===== src/rtl/dual_port_ram_be.sv =====
// Byte-enable simple dual-port RAM with a post-reset zero-fill FSM; read data appears RD_LATENCY edges after read_en is sampled.
// No backpressure: one write and one read are accepted every cycle once init_done is high; both are ignored while clearing.
module dual_port_ram_be #(
    parameter int ADDR_WIDTH     = 5,
    parameter int DATA_WIDTH     = 32,
    parameter int BYTE_WIDTH     = 8,
    parameter int RD_LATENCY     = 1,
    parameter int RDW_MODE       = 0,
    parameter int CLEAR_ON_RESET = 1
) (
    input  logic                                clk,
    input  logic                                reset,
    input  logic [ADDR_WIDTH-1:0]               waddr,
    input  logic [DATA_WIDTH-1:0]               din,
    input  logic [DATA_WIDTH/BYTE_WIDTH-1:0]    byte_en,
    input  logic                                write_en,
    input  logic [ADDR_WIDTH-1:0]               raddr,
    input  logic                                read_en,
    output logic [DATA_WIDTH-1:0]               dout,
    output logic                                dout_valid,
    output logic                                init_done
);
    localparam int NUM_LANES = DATA_WIDTH / BYTE_WIDTH;
    localparam int DEPTH     = 2 ** ADDR_WIDTH;

    typedef enum logic {CLEAR = 1'b0, READY = 1'b1} state_t;

    state_t                  state_q, state_d;
    logic [ADDR_WIDTH:0]     clr_cnt_q, clr_cnt_d;
    logic                    init_done_q, init_done_d;
    logic                    rd_vld_q, rd_vld_d;
    logic                    clearing, wr_fire, rd_fire;
    logic [NUM_LANES-1:0]    mem_be;
    logic [ADDR_WIDTH-1:0]   mem_wa;
    logic [DATA_WIDTH-1:0]   mem_wd;
    logic [DATA_WIDTH-1:0]   rd_dat;
    logic [DATA_WIDTH-1:0]   rd_merged;

    always_comb begin
        state_d   = state_q;
        clr_cnt_d = clr_cnt_q;
        clearing  = 1'b0;
        if (state_q == CLEAR) begin
            if (CLEAR_ON_RESET == 0) begin
                state_d = READY;
            end else if (clr_cnt_q[ADDR_WIDTH]) begin
                state_d = READY;
            end else begin
                clearing  = 1'b1;
                clr_cnt_d = clr_cnt_q + {{ADDR_WIDTH{1'b0}}, 1'b1};
            end
        end
        init_done_d = (state_d == READY);
        wr_fire     = (state_q == READY) && write_en;
        rd_fire     = (state_q == READY) && read_en;
        rd_vld_d    = rd_fire;
    end

    // Clear and user writes share the array's single write port.
    always_comb begin
        mem_wa = clearing ? clr_cnt_q[ADDR_WIDTH-1:0] : waddr;
        mem_wd = clearing ? '0 : din;
        mem_be = '0;
        if (clearing) begin
            mem_be = '1;
        end else if (wr_fire) begin
            mem_be = byte_en;
        end
        if (reset) begin
            mem_be = '0;
        end
    end

    always_ff @(posedge clk or posedge reset) begin
        if (reset) begin
            state_q     <= CLEAR;
            clr_cnt_q   <= '0;
            init_done_q <= 1'b0;
            rd_vld_q    <= 1'b0;
        end else begin
            state_q     <= state_d;
            clr_cnt_q   <= clr_cnt_d;
            init_done_q <= init_done_d;
            rd_vld_q    <= rd_vld_d;
        end
    end

    assign init_done = init_done_q;

    // One narrow array per lane keeps each a plain one-write/one-read RAM.
    for (genvar g = 0; g < NUM_LANES; g++) begin : g_lane
        logic [BYTE_WIDTH-1:0] lane_mem [DEPTH];
        logic [BYTE_WIDTH-1:0] lane_rd_q;

        always_ff @(posedge clk) begin
            if (mem_be[g]) begin
                lane_mem[mem_wa] <= mem_wd[g*BYTE_WIDTH +: BYTE_WIDTH];
            end
        end

        always_ff @(posedge clk or posedge reset) begin
            if (reset) begin
                lane_rd_q <= '0;
            end else if (rd_fire) begin
                lane_rd_q <= lane_mem[raddr];
            end
        end

        assign rd_dat[g*BYTE_WIDTH +: BYTE_WIDTH] = lane_rd_q;
    end

    if (RDW_MODE == 1) begin : g_byp
        logic [NUM_LANES-1:0]  byp_be_q, byp_be_d;
        logic [DATA_WIDTH-1:0] byp_dat_q, byp_dat_d;

        always_comb begin
            byp_be_d  = byp_be_q;
            byp_dat_d = byp_dat_q;
            if (rd_fire) begin
                byp_be_d  = (wr_fire && (waddr == raddr)) ? byte_en : '0;
                byp_dat_d = din;
            end
        end

        always_ff @(posedge clk or posedge reset) begin
            if (reset) begin
                byp_be_q  <= '0;
                byp_dat_q <= '0;
            end else begin
                byp_be_q  <= byp_be_d;
                byp_dat_q <= byp_dat_d;
            end
        end

        // The array returns pre-write data; colliding lanes are patched from the captured din.
        always_comb begin
            rd_merged = rd_dat;
            for (int i = 0; i < NUM_LANES; i++) begin
                if (byp_be_q[i]) begin
                    rd_merged[i*BYTE_WIDTH +: BYTE_WIDTH] = byp_dat_q[i*BYTE_WIDTH +: BYTE_WIDTH];
                end
            end
        end
    end else begin : g_nobyp
        assign rd_merged = rd_dat;
    end

    if (RD_LATENCY == 2) begin : g_lat2
        logic [DATA_WIDTH-1:0] dout_q, dout_d;
        logic                  dout_vld_q, dout_vld_d;

        always_comb begin
            dout_vld_d = rd_vld_q;
            dout_d     = rd_vld_q ? rd_merged : dout_q;
        end

        always_ff @(posedge clk or posedge reset) begin
            if (reset) begin
                dout_q     <= '0;
                dout_vld_q <= 1'b0;
            end else begin
                dout_q     <= dout_d;
                dout_vld_q <= dout_vld_d;
            end
        end

        assign dout       = dout_q;
        assign dout_valid = dout_vld_q;
    end else begin : g_lat1
        assign dout       = rd_merged;
        assign dout_valid = rd_vld_q;
    end
endmodule


===== config.mk =====
export PLATFORM = sky130hd
export DESIGN_NAME = dual_port_ram_be
export DESIGN_NICKNAME = d
export VERILOG_FILES = /design/src/rtl/dual_port_ram_be.sv
export SDC_FILE = /design/constraint.sdc
export NUM_CORES = 1
export LEC_CHECK = 0
export ABC_CLOCK_PERIOD_IN_PS = 2900
export CELL_PAD_IN_SITES_DETAIL_PLACEMENT = 1
export CELL_PAD_IN_SITES_GLOBAL_PLACEMENT = 2
export CORE_MARGIN = 1
export CORE_UTILIZATION = 45
export CTS_BUF_LIST = sky130_fd_sc_hd__clkbuf_16
export DETAILED_ROUTE_END_ITERATION = 10
export HOLD_SLACK_MARGIN = 0.08
export PLACE_DENSITY_LB_ADDON = 0.15
export SYNTH_ARGS = -nofsm -noshare
export SYNTH_HDL_FRONTEND = slang
export SYNTH_SLANG_ARGS = --single-unit

===== constraint.sdc =====
create_clock -name clk -period 2.9 [get_ports clk]
set_clock_uncertainty 0.1 [all_clocks]
set_input_delay 0.725 -clock clk [delete_from_list [all_inputs] [get_ports clk]]
set_output_delay 0.725 -clock clk [all_outputs]
set_load 0.02 [all_outputs]

### After elaboration in Yosys (flattened, before gate mapping)

Memories as Yosys holds them, arrays and structs flattened. A register that Yosys moved wholly into a read port is not among the register bits.
Index checks and enable logic that the tools add are counted.

* add/sub/neg operators: 1
* multiplexer cells: 18
* bitwise logic cells: 2
* reductions and logical operators: 3

Operators with widths (count)
* 32-bit two-way mux: 1
* 1-bit two-way mux: 12
* 4-bit two-way mux: 3
* 6-bit by 1-bit adder with 6-bit output, second input constant: 1
* 6-bit two-way mux: 1
* 5-bit two-way mux: 1
* 1-bit logical AND: 2
* 1-bit inverter: 2
* 2-bit AND reduction: 1

* bits in registers: 8
* bits in writable memories: 1024
* bits of input ports: 50
* output and inout port bits: 34
* word-level logic and storage cells: 32
* memories: 4

Memory list
* g_lane[0].lane_mem: words 32, width 8, read ports 1, clocked after memory_dff 1, wr ports 1, RTL line 92 `logic [BYTE_WIDTH-1:0] lane_mem [DEPTH];`
* g_lane[1].lane_mem: words 32, width 8, read ports 1, clocked after memory_dff 1, wr ports 1, RTL line 92
* g_lane[2].lane_mem: words 32, width 8, read ports 1, clocked after memory_dff 1, wr ports 1, RTL line 92
* g_lane[3].lane_mem: words 32, width 8, read ports 1, clocked after memory_dff 1, wr ports 1, RTL line 92

### Longest topological paths before layout

* depth after elaboration: 6
* gate-level depth with buffers: 8

### Worst setup path after synthesis

No wires, ideal clock.

* path type: input -> register
* start point: input reset
* end point: memory g_lane[2].lane_mem[11][0], enable pin
* library setup time: 370 ps
* data arrival time: 2586 ps
* setup slack: -156 ps
* stages on the path: 4
* cells stage by stage: inv_1 > o21ai_1 > clkbuf_1 > nor2_1

* longest elaborated chain between the ends: 3

Ends and longest elaborated chain
* start, declared: RTL line 12 `input logic reset,`
* 4-bit two-way mux: RTL line 69 `if (reset) begin`
* 1-bit two-way mux: RTL line 96 `if (mem_be[g]) begin`
* 1-bit two-way mux (implied by the code): RTL line 97 `lane_mem[mem_wa] <= mem_wd[g*BYTE_WIDTH +: BYTE_WIDTH];`
* end, declared: RTL line 92

No other way between the ends.

### Worst setup path in the final report

* start point: register clr_cnt_q[5]
* end point: memory g_lane[2].lane_mem[8][3], enable pin

* longest elaborated chain between the ends: 6
* elaborated cells on any way between the ends: 7
* classes of those cells: mux (7)

Ends and longest elaborated chain
* start, declared: RTL line 29 `logic [ADDR_WIDTH:0] clr_cnt_q, clr_cnt_d;`
* start signal, assigned: RTL line 82 `clr_cnt_q <= clr_cnt_d;`
* 1-bit two-way mux (*): RTL line 46 `end else if (clr_cnt_q[ADDR_WIDTH]) begin`
* 1-bit two-way mux (*): RTL line 43 `if (state_q == CLEAR) begin`
* 4-bit two-way mux: RTL line 64 `if (clearing) begin`
* 4-bit two-way mux: RTL line 69
* 1-bit two-way mux: RTL line 96
* 1-bit two-way mux (implied by the code): RTL line 97

Every way passes the cells marked *; elsewhere a longest branch is shown, timed or not.

==> summary.txt <==
Power
  • Power per cell area: 638 nW/um^2
  • Leakage Power: 18.2 nW
  • Worst VDD drop: 464 uV

Setup path
  • CP Max Fanout: 13
  • Startpoint Class: flop
  • Crit-path slowest cell: mux2_2
  • Largest stage delay, worst path: 0.43 ns
  • WS Path Type: reg -> reg
  • Worst Path Arrival: 3.11 ns
  • CP Cell Sequence: nor2_1, inv_2, mux2_2, nor2_1, nand2_1, nor2_1, buf_12
  • Required time of the critical path: 3.18 ns
  • Most frequent CP cell: nor2_1
  • Worst Setup End Kind: flop

Clock network
  • Num Clock Sinks: 1064
  • Hold-fix buffers, CTS: 0
  • Clock tree buffer depth: 3
  • Num CTS Buffers: 110
  • Register clock-pin slew on the reported worst setup and hold paths: 0.06 ns
  • Number of setup buffers added after CTS: 0
  • TritonCTS clock tree: yes
  • Worst skew pair latency: 0.69 ns
  • CTS resizes: 0
  • Total number of H-tree levels: 3
  • Clock root buffer: clkbuf_16

Yosys
  • EDFF count, synth: 1024
  • Most common cell in the netlist: edfxtp_1
  • Yosys reg bits: 1064
  • Cell taking the most area after synthesis: edfxtp_1
  • Synth top area cells: edfxtp_1, mux2i_1, dfrtp_1, a22oi_1, a22o_1
  • Mapped Area: 42200 um^2
  • Yosys cell types: 41
  • Avg Inst Size Synth: 17.6 um^2
  • Synth warn: 0
  • Top-area cell type share of the netlist area: 72.8%
  • Asr flop ratio synth: 3.76%
  • Top_reg_cell synth: edfxtp_1
  • Mapped Nets: 2455
  • Commonest cells post-synth: edfxtp_1, mux2i_1, nor2_1, a22oi_1, clkbuf_1
  • Mapped Cells: 2404
  • Seq/Total Area, Yosys: 75.2%

STA
  • RSZ-0062 raised after global routing: no
  • Slew Viols, Final: 0
  • Period utilization: 97.5%
  • Slew HR: 12.8%
  • Maximum clock frequency: 354 MHz
  • Hold slack: 0.398 ns
  • Final Critical Period: 2.83 ns
  • Endpoints failing setup: 0
  • Worst-Margin Slew: 1.31 ns
  • Final hold vios: 0

Finish
  • Share of cells above drive strength 1: 19.6%
  • Total inserted antenna cells: 0
  • Area growth syn-to-layout: 19.8%
  • FILL cells: 8414
  • Multi-input combinational cell area: 9650 um^2
  • Final Util: 54.8%
  • Sequential standard cell area: 31800 um^2
  • NumNets Final: 2881

Floorplan
  • Die ar.: 95100 um^2
  • Die Wd: 308 um
  • Core Box Area: 92400 um^2
  • I/O pins: 84
  • Starting density of the core: 45.7%
  • Die Ht: 308 um
  • Row cnt: 111

Routing
  • Antenna Violating Nets Remaining: 0
  • Drc violations: 0
  • Pre-antenna DRT Iters: 7
  • Drt initial violations: 1989
  • WL per Instance: 27.5 um
  • Post-Route WL: 114000 um
  • Routed vias: 23600
  • Via density: 5.67

Place
  • Hpwl dp: 75700 um
  • GPL Wtd Cong: 0.847
  • I/O Buffers: 83

Global routing
  • Largest net degree at the start of global routing: 47
  • GR Overflow Total: 0
  • Antenna violations before repair: 2
  • Number of global-route vias before repair: 24900
  • First-pass GRT wire length: 167000 um
  • Total GRT Usage: 24.2%

Status
  • Status: finished, final reports clean

Flow run
  • Max_cap viols: 0

Worst hold path
  • Hold WC Path Type: reg -> reg
==> report_power, final <==
part / internal (W) / switching, W / total, W
sequential: 0.0169 / 0.0000776 / 0.0170
clock: 0.00738 / 0.00570 / 0.0131
combinational: 0.000889 / 0.00127 / 0.00216
total: 0.0252 / 0.00705 / 0.0323
==> layout make-up <==
class / instances / share of cell area [%]
inverter: 3 / 0.0297
tap: 1243 / 3.07
timing repair buffer: 465 / 8.52
clock buffer: 114 / 5.64
multi-input combinational: 1186 / 19.1
clock inverter: 81 / 0.915
sequential: 1064 / 62.8
==> flip-flops by register name, indices dropped and copies added, names as in the netlist <==
name / flops
init_done: 1
g_lane.lane_rd_q: 32
clr_cnt_q: 6
g_lane.lane_mem: 1024
dout_valid: 1
==> path summary, 6_finish.rpt <==
check / startpoint / to / slack, ns / depth (start not counted)
min in group asynchronous: reset / g_lane[0].lane_rd_q[0] / 0.77 / 3
max in group asynchronous: reset / g_lane[3].lane_rd_q[3] / 1.11 / 4
max: clr_cnt_q[5] / g_lane[2].lane_mem[8][3] / 0.07 / 7
min: g_lane[1].lane_rd_q[4] / g_lane[1].lane_rd_q[4] / 0.40 / 2
min reg2reg: g_lane[1].lane_rd_q[4] / g_lane[1].lane_rd_q[4] / 0.40 / 2
max reg2reg: clr_cnt_q[5] / g_lane[2].lane_mem[8][3] / 0.07 / 7
==> routing by layer <==
metal	vias up	global-route usage (%)	wire, um
met2	565	41.0	57000
li1	10500	-	-
met5	-	0	23
met1	12400	33.1	50000
met4	4	5.80	2370
met3	138	3.27	5010
==> placed cells by master (no fill, tap or decap), types with 3 or more instances in the layout <==
master           netlist  layout
inv_1                  2      29
xnor2_1                4       4
clkinv_1               0      28
nand3_1                7       7
clkdlybuf4s50_1        0      82
o22ai_1               32      32
and3_1                 4       4
nand3b_1               4       4
nand2b_1               6       4
o21ai_2                0       4
mux2i_1              515     515
a22oi_1              128     128
a221oi_1              63      63
and2_1                35      34
a22o_1                64      64
dfrtp_1               40      40
a21oi_1               65      65
buf_4                 29     334
clkinvlp_4             0       3
clkbuf_16              0     114
buf_12                 1      47
edfxtp_1            1024    1024
clkinv_2               0      15
nor2_1               137     136
o41ai_2               32      32
bufinv_16              0       4
nand2_1               68      67
==> critical path: cells and delay by family (launching register included) <==
| family | cells | cell delay [ns] |
|---|---|---|
| multiplexers | 1 | 0.43 |
| AND/OR/NAND/NOR | 4 | 1.16 |
| buffers and inverters | 2 | 0.40 |
| flip-flops | 1 | 0.40 |
==> per-stage QoR <==
stage          std cells  instance area [um^2]  TNS [ns]  total power (W)  setup WS (ns)
2_1_floorplan       2404                 42200         0           0.0184          0.331
3_3_place_gp        3960                 47300   -132.72           0.0195         -0.450
3_5_place_dp        3960                 47300   -161.84           0.0195         -0.471
4_1_cts             4155                 50600         0           0.0325          0.133
5_1_grt             4156                 50600         0           0.0331         0.0394
6_report            4156                 50600         0           0.0323         0.0727
==> cells by family (layout without fill, tap and decap cells) <==
logic type	count (synthesis)	in the layout	synth area share [%]
buf+inv	154	663	2.09
compound gates	394	394	7.56
simple gates	269	269	2.77
xor+xnor	4	4	0.0829
mux	518	518	12.3
fa+ha+maj	1	1	0.0296
flops	1064	1064	75.2
(Power assumes the default switching activity.)
